$ cat config.mk
export PLATFORM = sky130hd
export DESIGN_NAME = tinytester_phase_sequencer
export DESIGN_NICKNAME = d
export VERILOG_FILES = /design/src/rtl/tinytester_phase_sequencer.sv
export SDC_FILE = /design/constraint.sdc
export NUM_CORES = 1
export LEC_CHECK = 0
export ABC_CLOCK_PERIOD_IN_PS = 3350
export CORE_AREA = 2 2 153 155
export DETAILED_ROUTE_END_ITERATION = 7
export DIE_AREA = 0 0 155 157
export GPL_TIMING_DRIVEN = 0
export PLACE_DENSITY_LB_ADDON = 0.2
export SLEW_MARGIN = 25
export SYNTH_ARGS = -nofsm -noshare
export SYNTH_HDL_FRONTEND = slang
export SYNTH_SLANG_ARGS = --single-unit
$ cat constraint.sdc
create_clock -name WBs_CLK_i -period 3.35 [get_ports WBs_CLK_i]
set_clock_uncertainty 0.05 [all_clocks]
set_input_delay 0.67 -clock WBs_CLK_i [delete_from_list [all_inputs] [get_ports WBs_CLK_i]]
set_output_delay 0.67 -clock WBs_CLK_i [all_outputs]
set_load 0.02 [all_outputs]
$ cat src/rtl/tinytester_phase_sequencer.sv
// Four-phase vector sequencer for the tinytester.
// Drives pad enables per phase and captures the DUT response.
module tinytester_phase_sequencer #(
  parameter int LEN_W = 8,
  parameter int CNT_W = 16
) (
  input  logic        WBs_CLK_i,
  input  logic        WBs_RST_i,
  input  logic        start_i,
  input  logic        stop_i,
  input  logic [31:0] control_i,
  input  logic [31:0] dataout_i,
  input  logic [31:0] oe_i,
  input  logic [31:0] active_on_p0_i,
  input  logic [31:0] active_on_p1_i,
  input  logic [31:0] active_on_p2_i,
  input  logic [31:0] active_on_p3_i,
  input  logic [31:0] pad_i,
  output logic [31:0] pad_o,
  output logic [31:0] pad_oe_o,
  output logic [31:0] datain_o,
  output logic [31:0] status_o,
  output logic        irq_o
);

  typedef enum logic [2:0] {
    S_IDLE = 3'd0,
    S_P0   = 3'd1,
    S_P1   = 3'd2,
    S_P2   = 3'd3,
    S_P3   = 3'd4
  } state_t;

  state_t state_q;
  state_t state_d;

  logic [LEN_W-1:0] tick_q;
  logic [LEN_W-1:0] len_q;
  logic [LEN_W-1:0] len_in;
  logic [LEN_W-1:0] len_sel;
  logic [1:0]       cap_q;
  logic             cont_q;
  logic             stop_pend_q;
  logic             done_q;
  logic             ovr_q;
  logic             irq_q;
  logic [CNT_W-1:0] cnt_q;
  logic [31:0]      datain_q;

  logic       busy;
  logic       start_ok;
  logic       last_tick;
  logic       end_vec;
  logic       stop_now;
  logic       go_idle;
  logic [1:0] phase;
  logic       unused_ctl;

  assign unused_ctl = ^control_i[31:11];

  assign busy      = (state_q != S_IDLE);
  assign start_ok  = start_i & ~busy;
  assign last_tick = busy & (tick_q == len_q - LEN_W'(1));
  assign end_vec   = (state_q == S_P3) & last_tick;
  // a stop arriving on the final tick still ends the run
  assign stop_now  = stop_pend_q | stop_i;
  assign go_idle   = end_vec & ~(cont_q & ~stop_now);

  assign len_in  = control_i[LEN_W-1:0];
  assign len_sel = (len_in == '0) ? LEN_W'(1) : len_in;

  assign pad_o    = dataout_i;
  assign datain_o = datain_q;
  assign irq_o    = irq_q;

  always_ff @(posedge WBs_CLK_i or posedge WBs_RST_i) begin
    if (WBs_RST_i) begin
      state_q <= S_IDLE;
    end else begin
      state_q <= state_d;
    end
  end

  always_comb begin
    state_d = state_q;
    unique case (state_q)
      S_IDLE: if (start_i) state_d = S_P0;
      S_P0:   if (last_tick) state_d = S_P1;
      S_P1:   if (last_tick) state_d = S_P2;
      S_P2:   if (last_tick) state_d = S_P3;
      S_P3: begin
        if (last_tick) state_d = go_idle ? S_IDLE : S_P0;
      end
      default: state_d = S_IDLE;
    endcase
  end

  always_comb begin
    pad_oe_o = '0;
    phase    = 2'd0;
    unique case (1'b1)
      state_q == S_P0: begin
        pad_oe_o = oe_i & active_on_p0_i;
        phase    = 2'd0;
      end
      state_q == S_P1: begin
        pad_oe_o = oe_i & active_on_p1_i;
        phase    = 2'd1;
      end
      state_q == S_P2: begin
        pad_oe_o = oe_i & active_on_p2_i;
        phase    = 2'd2;
      end
      state_q == S_P3: begin
        pad_oe_o = oe_i & active_on_p3_i;
        phase    = 2'd3;
      end
      default: ;
    endcase
  end

  always_ff @(posedge WBs_CLK_i or posedge WBs_RST_i) begin
    if (WBs_RST_i) begin
      tick_q <= '0;
    end else if (start_ok) begin
      tick_q <= '0;
    end else if (busy) begin
      tick_q <= last_tick ? '0 : tick_q + LEN_W'(1);
    end
  end

  // run configuration is frozen at start
  always_ff @(posedge WBs_CLK_i or posedge WBs_RST_i) begin
    if (WBs_RST_i) begin
      len_q  <= LEN_W'(1);
      cap_q  <= '0;
      cont_q <= 1'b0;
    end else if (start_ok) begin
      len_q  <= len_sel;
      cap_q  <= control_i[9:8];
      cont_q <= control_i[10] & ~stop_i;
    end
  end

  always_ff @(posedge WBs_CLK_i or posedge WBs_RST_i) begin
    if (WBs_RST_i) begin
      done_q <= 1'b0;
    end else if (start_ok) begin
      done_q <= 1'b0;
    end else if (go_idle) begin
      done_q <= 1'b1;
    end
  end

  always_ff @(posedge WBs_CLK_i or posedge WBs_RST_i) begin
    if (WBs_RST_i) begin
      ovr_q <= 1'b0;
    end else if (start_ok) begin
      ovr_q <= 1'b0;
    end else if (start_i && busy) begin
      ovr_q <= 1'b1;
    end
  end

  always_ff @(posedge WBs_CLK_i or posedge WBs_RST_i) begin
    if (WBs_RST_i) begin
      stop_pend_q <= 1'b0;
    end else if (go_idle) begin
      stop_pend_q <= 1'b0;
    end else if (stop_i && busy) begin
      stop_pend_q <= 1'b1;
    end
  end

  always_ff @(posedge WBs_CLK_i or posedge WBs_RST_i) begin
    if (WBs_RST_i) begin
      cnt_q <= '0;
      irq_q <= 1'b0;
    end else begin
      irq_q <= end_vec;
      if (end_vec) cnt_q <= cnt_q + CNT_W'(1);
    end
  end

  always_ff @(posedge WBs_CLK_i or posedge WBs_RST_i) begin
    if (WBs_RST_i) begin
      datain_q <= '0;
    end else if (last_tick && (phase == cap_q)) begin
      datain_q <= pad_i;
    end
  end

  always_comb begin
    status_o              = '0;
    status_o[0]           = busy;
    status_o[1]           = done_q;
    status_o[3:2]         = phase;
    status_o[4]           = ovr_q;
    status_o[5]           = stop_pend_q;
    status_o[16 +: CNT_W] = cnt_q;
  end

endmodule

==> summary.txt, run 1 <==
Outcome
  • Outcome: finished, final reports clean

Route
  • Residual DRC: 0
  • Vias per cell: 4.57
  • Final ANT Viol Nets: 0
  • Total Routed Length: 21100 um
  • Routed via count: 5146
  • 1st-pass router iterations: 6
  • Routed wire per std cell: 18.7 um
  • Starting DRT DRC Count: 241

Yosys
  • Commonest cells in the netlist: dfrtp_1 (73), buf_4 (46), o21ai_0 (40)
  • Area share of xor/xnor cells in the synthesized design: 4.52%
  • Post-Syn Instances: 492
  • Synth Area in Simple Gates: 14.3%
  • Area share of the largest cell type after synthesis: 36.3%
  • Asr flop ratio synth: 100%
  • Synth warn: 0
  • Mux cell area share after synthesis: 12.7%
  • Yosys top cell by area: dfrtp_1
  • Syn Std Cell Area: 0.00504 mm2
  • Top-count cell post-synth: dfrtp_1
  • Main combinational cell family by area after synthesis: compound AO/OA/AOI/OAI gates
  • Register bit total from synthesis: 74
  • Syn_area_per_cell: 10.2 um2
  • Top_reg_cell synth: dfrtp_1
  • Synth top area cells: dfrtp_1 (36%), mux2_4 (8.9%), o2111a_1 (7.2%)
  • Unique masters post-synth: 56
  • Adder-cell share of the synthesized area: 0.745%
  • EDFF count, synth: 0
  • Synth Area in Compound Gates: 19.8%
  • Sequential area share after synthesis: 36.8%

Placed design
  • GPL Wtd Cong: 0.795
  • Hpwl dp: 17100 um
  • IO Port Bufs: 325
  • DP Worst Slack: -0.315 ns
  • Cell Area, Placed: 0.00871 mm2

Worst setup path
  • Worst setup SP type: register
  • Worst Reg2Reg Path Length in Cells: 10
  • FF-to-FF Start: len_q[0]
  • Critical path type: register to output port
  • Critical Path AT: 2.44 ns
  • Reg2Reg Capture Point: datain_o[14]
  • CP endpoint kind: output port
  • Critical Path RT: 2.63 ns
  • R2R Setup Slk: 0.61 ns
  • Crit Path Max Fanout: 10

STA
  • Worst-Margin Slew: 0.547 ns
  • Fmax: 317 MHz
  • Setup violations, final: 0
  • RSZ-0062 raised after global routing: no
  • Setup WS post-layout: 0.192 ns
  • Crit share post-route: 94.3%
  • TNS Setup: 0 ns
  • Count of pins over their slew limit: 0
  • Rel. slew slack: 63.5%
  • Final Hold Viols: 0
  • Tmin final: 3.16 ns

Worst hold path
  • Worst hold start: cnt_q[15]
  • Min-Delay Endpoint: cnt_q[15]
  • Worst hold path class: register to register
  • Hold path depth: 1

Global routing
  • GRT overflow: 0
  • First-pass GRT wire length: 31000 um
  • Initial antenna violation count: 0
  • M1 GR Usage: 19.1%
  • Largest net degree at the start of global routing: 43
  • Met2 global-route usage: 29.9%
  • GRT busiest layer: met2
  • All-Layer GR Usage: 16.4%
  • Met3 Track Usage GR: 3.63%
  • Vias in the first global route: 5264

Finish
  • Area of the multi-input gates: 0.00269 mm2
  • Layout area overhead: 80.4%
  • Number of antenna diodes: 0
  • Fillers: 2263
  • Final net count: 1100
  • Design area: 0.00909 mm2
  • FF+latch area: 0.00185 mm2
  • Fraction of layout cells with a size suffix above 1: 18.4%

CTS
  • Hold_buf cts: 0
  • CTS tree: done
  • H-tree level count: 3
  • Clock Path Buffers: 2
  • CTS Buf Count: 9
  • Skew-Pair Late Insertion Delay: 0.33 ns
  • CTS sink count: 74
  • Clk slew on worst S/H paths: 0.06 ns
  • Clock Tree Root: clkbuf_16

Power and ir drop
  • Leakage Power: 3.93 nW
  • Maximum VDD drop: 0.307 mV
  • Total power: 5.41 mW
  • Pwr dens: 596 mW/mm2

Floorplanning
  • Ports: 389
  • Die area: 0.0243 mm2
  • FP Rows: 55
  • Die Wd: 155 um
  • Starting Density: 22.4%
  • Chip height: 157 um
  • Core area: 0.0225 mm2

Run
  • Max_cap viols: 0
[what timing repair did]
action | CTS | global route
gates resized for setup | 54 | 20
cloned | 0 | 0
endpoints found under the setup margin | 34 | 10
buffers inserted | 0 | 0
[where the power goes]
group / switching (mW) / internal, mW
sequential: 0.269 / 1.21
combinational: 1.39 / 1.55
clock: 0.368 / 0.616
[state kept, by name, indices dropped and copies added (netlist names)]
register and flops:
done_q 1, len_q 8, ovr_q 1, stop_pend_q 1, tick_q 8, cont_q 1
irq_o 1, cnt_q 16, state_q 3, datain_o 32, cap_q 2
[final cells by class]
type	instances	share of cell area, %
clock buffers	12	2.82
inverters	9	0.399
well taps	285	3.92
plain buffers	83	6.36
repair buffers	326	36.0
multi-input cells	334	29.6
flip-flops and latches	74	20.4
clock inverters	4	0.551
[kinds of logic (layout without fill, tap and decap cells)]
kind of cell / count (synthesis) / count (layout)
multiplexers: 47 / 47
flip-flops: 74 / 74
AO/OA/AOI/OAI: 131 / 131
XOR/XNOR: 26 / 26
buffers and inverters: 93 / 434
adder cells (fa/ha/maj): 3 / 3
AND/OR/NAND/NOR: 117 / 117
other: 1 / 10
[worst max path at each step]
| stage | startpoint | endpoint | slack (ns) | cells past startpoint |
|---|---|---|---|---|
| final | state_q[1] | pad_oe_o[3] | 0.19 | 8 |
| after global routing | state_q[1] | pad_oe_o[3] | 0.006 | 8 |
| after CTS | state_q[2] | pad_oe_o[24] | -0.03 | 7 |
| after detailed placement | state_q[0] | pad_oe_o[6] | -0.32 | 7 |
| after global placement | WBs_RST_i | done_q | -0.69 | 2 |
| after floorplan | WBs_RST_i | cap_q[0] | 0.75 | 1 |
[per-stage QoR]
stage,utilization [%],hold slack (ns),std cells
floorplan,-,0.392,501
detailed placement,38.7,0.426,1112
CTS,40.2,0.437,1127
finish,40.4,0.431,1127
global placement,38.6,0.415,1111
global route,40.4,0.445,1127
[layout by cell type, fill, tap and decap left out, drive strengths merged, types with 9 or more instances in the layout]
| cell | n |
|---|---|
| mux2 | 44 |
| or3 | 32 |
| clkbuf | 40 |
| nand2 | 15 |
| o2111a | 32 |
| xnor2 | 21 |
| nand3 | 9 |
| nor2 | 10 |
| dlygate4sd2 | 21 |
| a21oi | 9 |
| a22oi | 32 |
| o21ai | 41 |
| nand4 | 13 |
| buf | 57 |
| inv | 9 |
| conb | 10 |
| clkdlybuf4s50 | 295 |
| dfrtp | 73 |
| and3 | 12 |
[routing by layer]
layer	vias to the layer above	part of all wire, %
li1	2479	-
met1	2430	40
met2	206	51
met3	31	6.4
met4	0	2.8
met5	-	0
[worst max-delay path: stages, from the launching register on]
cell and delay, ns:
dfrtp_1 0.40, clkbuf_4 0.23, nor2b_1 0.15, clkbuf_2 0.19, clkbuf_4 0.23, a22oi_1 0.09, o21ai_0 0.24, o2111a_1 0.23
dlygate4sd2_1 0.35
No activity file was read; power rests on OpenSTA's default activity.
==> run 2, diff against run 1 <==
GPL_TIMING_DRIVEN = 1   (was 0)
PLACE_DENSITY_LB_ADDON = 0.08   (was 0.2)
==> summary.txt, run 2 (synthesis gave the netlist of run 1 again) <==
Worst setup path
  • Crit Path Max Fanout: 32
  • Worst setup SP type: register
  • CP endpoint: pad_oe_o[4]
  • Critical Path RT: 2.63 ns
  • Reg2Reg Capture Point: datain_o[31]
  • CP endpoint kind: output port
  • Critical path type: register to output port
  • Worst Reg2Reg Path Length in Cells: 9
  • Critical Path AT: 2.49 ns
  • R2R Setup Slk: 0.40 ns
  • FF-to-FF Start: len_q[0]
  • Worst Setup SP: state_q[1]

Finish
  • Max reg flops: 32
  • Layout area overhead: 65.5%
  • Number of antenna diodes: 0
  • Design area: 0.00834 mm2
  • Area of the multi-input gates: 0.00267 mm2
  • FF+latch area: 0.00186 mm2
  • Most frequent cells in the layout: clkdlybuf4s50_1 (290), dfrtp_1 (71), o21ai_0 (40)
  • Final net count: 998
  • Commonest non-fill, non-tap cell in the layout: clkdlybuf4s50_1
  • Fraction of layout cells with a size suffix above 1: 12.7%
  • Fillers: 2239

CTS
  • CTS tree: done
  • Setup Buffers After CTS: 0
  • CTS sink count: 74
  • H-tree level count: 3
  • Hold_buf cts: 0
  • Clock Tree Root: clkbuf_16
  • CTS Buf Count: 9
  • Clk slew on worst S/H paths: 0.06 ns
  • Clock Path Buffers: 2
  • Skew-Pair Late Insertion Delay: 0.33 ns
  • Cts repair resizes: 0

STA
  • Setup WS post-layout: 0.144 ns
  • RSZ-0062 raised after global routing: no
  • Rel. slew slack: 52.5%
  • Final Hold Viols: 0
  • Worst-Margin Slew: 0.710 ns
  • Crit share post-route: 95.7%
  • Hold_ws: 0.425 ns
  • Setup violations, final: 0
  • Tmin final: 3.21 ns
  • Count of pins over their slew limit: 0
  • TNS Setup: 0 ns
  • Fmax: 312 MHz

Floorplanning
  • Die area: 0.0243 mm2
  • Chip height: 157 um
  • Die Wd: 155 um
  • Starting Density: 22.4%
  • Core area: 0.0225 mm2
  • FP Rows: 55
  • Ports: 389

Global routing
  • First-pass GRT wire length: 31400 um
  • All-Layer GR Usage: 16.9%
  • Largest net degree at the start of global routing: 75
  • Vias in the first global route: 5008
  • Initial antenna violation count: 0
  • GRT overflow: 0

Power and ir drop
  • Pwr dens: 656 mW/mm2
  • Maximum VDD drop: 0.481 mV
  • Leakage Power: 3.34 nW

Placed design
  • DP Worst Slack: 0.211 ns
  • IO Port Bufs: 293
  • Cell Area, Placed: 0.00799 mm2
  • Hpwl dp: 16400 um
  • GPL Wtd Cong: 0.846

Route
  • 1st-pass router iterations: 4
  • Final ANT Viol Nets: 0
  • Total Routed Length: 21500 um
  • Routed via count: 4918
  • Routed wire per std cell: 21.0 um
  • Residual DRC: 0
  • Starting DRT DRC Count: 211
  • Vias per cell: 4.80

Worst hold path
  • Worst hold path class: register to register
  • Hold path depth: 1

Outcome
  • Outcome: finished, final reports clean

Run
  • Max_cap viols: 0
run 2: worst min-delay path by stage:
stage               slack, ns        end       from
floorplan                0.39     cont_q     cont_q
global placement         0.41     cont_q     cont_q
detailed placement       0.42  cnt_q[15]  cnt_q[15]
CTS                      0.43  cnt_q[15]  cnt_q[15]
global route             0.44  cnt_q[15]  cnt_q[15]
finish                   0.42  cnt_q[15]  cnt_q[15]
run 2: metal layers:
metal	part of all wire (%)	vias up	track usage (%)
met5	0	-	0
met4	2.6	0	6.00
met3	6.9	29	4.10
met2	54	206	32.3
met1	37	2407	17.9
li1	-	2276	-
run 2: critical path, stage by stage, from the launching register on:
cell	delay, ns
dfrtp_1	0.37
buf_4	0.17
nor3b_2	0.20
buf_4	0.36
or3_1	0.19
o2111a_1	0.18
clkdlybuf4s50_1	0.66
run 2: layout make-up:
cell class	count	share of cell area (%)
multi-input combinational	334	32.0
timing repair buffer	307	36.9
clock inverter	6	1.38
clock buffer	10	2.75
sequential	74	22.3
inverter	9	0.405
tap	285	4.28
run 2: metrics by stage:
step | util (%) | cells | total power [mW]
after global routing | 37.1 | 1025 | 5.81
after detailed placement | 35.5 | 1009 | 4.39
after floorplan | - | 501 | 3.16
final | 37.1 | 1025 | 5.47
after CTS | 37.0 | 1025 | 5.54
after global placement | 35.5 | 1009 | 4.35
run 2: where the power goes:
group	switching (mW)	leakage (nW)	total, mW	internal [mW]
Combinational	1.36	2.27	2.88	1.52
Clock	0.384	0.163	1.11	0.730
Sequential	0.263	0.911	1.48	1.21
==> run 3, diff against run 2 <==
CORE_AREA = 10 10 145 147   (was 2 2 153 155)
HOLD_SLACK_MARGIN = 0.08   (was not set)
==> summary.txt, run 3 (synthesis gave the netlist of run 1 again) <==
Floorplanning
  • Die Wd: 155 um
  • Ports: 389
  • Chip height: 157 um
  • FP Rows: 50
  • Die area: 0.0243 mm2
  • Starting Density: 27.5%
  • Core area: 0.0183 mm2

Power and ir drop
  • Pwr dens: 651 mW/mm2
  • Maximum VDD drop: 0.394 mV
  • Total power: 5.38 mW
  • Leakage Power: 3.33 nW

Finish
  • Area of the multi-input gates: 0.00267 mm2
  • Final net count: 1000
  • Most frequent cells in the layout: clkdlybuf4s50_1 (291), dfrtp_1 (72), o21ai_0 (40)
  • FF+latch area: 0.00185 mm2
  • Max reg flops: 32
  • Commonest non-fill, non-tap cell in the layout: clkdlybuf4s50_1
  • Fraction of layout cells with a size suffix above 1: 12.8%
  • Layout area overhead: 64.0%
  • Fillers: 1733

CTS
  • CTS tree: done
  • Setup Buffers After CTS: 0
  • H-tree level count: 3
  • Skew-Pair Late Insertion Delay: 0.34 ns
  • Clk slew on worst S/H paths: 0.07 ns
  • CTS sink count: 74
  • Clock Path Buffers: 2
  • Clock Tree Root: clkbuf_16
  • CTS Buf Count: 9

Outcome
  • Outcome: finished, final reports clean

Route
  • Residual DRC: 0
  • Routed wire per std cell: 22.9 um
  • 1st-pass router iterations: 4
  • Vias per cell: 5.00
  • Starting DRT DRC Count: 189
  • Routed via count: 4889
  • Final ANT Viol Nets: 0
  • Total Routed Length: 22300 um

Worst setup path
  • Critical path's largest stage delay: 0.67 ns
  • R2R Setup Slk: 0.41 ns
  • Critical path's slowest cell: clkdlybuf4s50_1
  • CP top delay family: buffers and inverters
  • WP buf/inv: 2
  • Critical Path AT: 2.47 ns
  • Worst setup SP type: register
  • Crit Path Max Fanout: 32
  • Crit-path cells: nor2b_1 -> o21bai_2 -> buf_4 -> o21ai_0 -> o2111a_1 -> clkdlybuf4s50_1
  • CP endpoint kind: output port
  • Critical path type: register to output port
  • Critical Path RT: 2.63 ns

STA
  • Rel. slew slack: 46.4%
  • RSZ-0062 raised after global routing: no
  • Final Hold Viols: 0
  • Worst-Margin Slew: 0.802 ns
  • Tmin final: 3.19 ns
  • Count of pins over their slew limit: 0
  • TNS Setup: 0 ns
  • Setup violations, final: 0
  • Crit share post-route: 95.1%
  • Fmax: 314 MHz

Global routing
  • Vias in the first global route: 5107
  • Largest net degree at the start of global routing: 35
  • First-pass GRT wire length: 32600 um
  • GRT overflow: 0
  • Initial antenna violation count: 1
  • All-Layer GR Usage: 17.1%

Run
  • Max_cap viols: 0

Placed design
  • GPL Wtd Cong: 0.913
  • Hpwl dp: 17500 um
  • IO Port Bufs: 293

Worst hold path
  • Worst hold path class: register to register
## run 3: changes by cell type in the layout (fill, tap and decap cells not counted), sizes merged
cell,previous run,this run
buf,17,18
clkdlybuf4s50,290,291
diode,0,1
bufinv,3,1
inv,9,11
## run 3: through the flow
step / utilization [%] / instances / setup WS (ns) / hold slack [ns] / area, um2
6_report: 45.1 / 977 / 0.164 / 0.429 / 8260
3_3_place_gp: 43.4 / 960 / 0.281 / 0.410 / 7950
5_1_grt: 45.1 / 977 / 0.0323 / 0.469 / 8260
2_1_floorplan: - / 501 / 0.750 / 0.392 / 5070
4_1_cts: 45.1 / 976 / 0.0222 / 0.436 / 8260
3_5_place_dp: 43.4 / 960 / 0.277 / 0.423 / 7950
## run 3: timing repair
| item | CTS | global route |
|---|---|---|
| hold buffers | 0 | 0 |
| gates resized for setup | 0 | 1 |
| setup endpoints to repair | 0 | 2 |
| endpoints found under the hold margin | 0 | 0 |
## run 3: routing by layer
layer / wire length, um / global-route usage [%] / part of all wire (%) / vias up
met5: 0 / 0 / 0 / -
met4: 356 / 4.59 / 1.6 / 0
met3: 1990 / 5.68 / 8.9 / 19
met2: 11100 / 29.2 / 50 / 214
met1: 8910 / 20.1 / 40 / 2369
li1: - / - / - / 2287
## run 3: worst paths after layout
kind / start / end / cells after the start
min in group asynchronous: WBs_RST_i / datain_o[27] / 2
min: cnt_q[15] / cnt_q[15] / 1
max: state_q[0] / pad_oe_o[11] / 6
max reg2reg: len_q[0] / datain_o[25] / 9
max in group asynchronous: WBs_RST_i / len_q[0] / 3
min reg2reg: cnt_q[15] / cnt_q[15] / 1
## run 3: power by group
group          switching [mW]  internal (mW)  leakage, nW
clock                   0.410          0.605        0.150
sequential              0.278           1.21        0.912
combinational            1.36           1.52         2.27
## run 3: worst reg2reg max path, cell delays in order (launching register included)
cell and delay [ns]:
dfstp_2 0.58, inv_1 0.08, ha_1 0.29, or2_0 0.25, a2111oi_2 0.31, o21ai_1 0.16
nand2_2 0.26, nand3_4 0.27, buf_4 0.28, mux2_4 0.31
## run 3: cell type report
class / instances / area share, %
Sequential cell: 74 / 22.4
Timing Repair Buffer: 309 / 37.5
Clock inverter: 6 / 0.878
Antenna cell: 1 / 0.0303
Inverter: 9 / 0.409
Tap cell: 234 / 3.54
Multi-Input combinational cell: 334 / 32.3
Clock buffer: 10 / 2.89
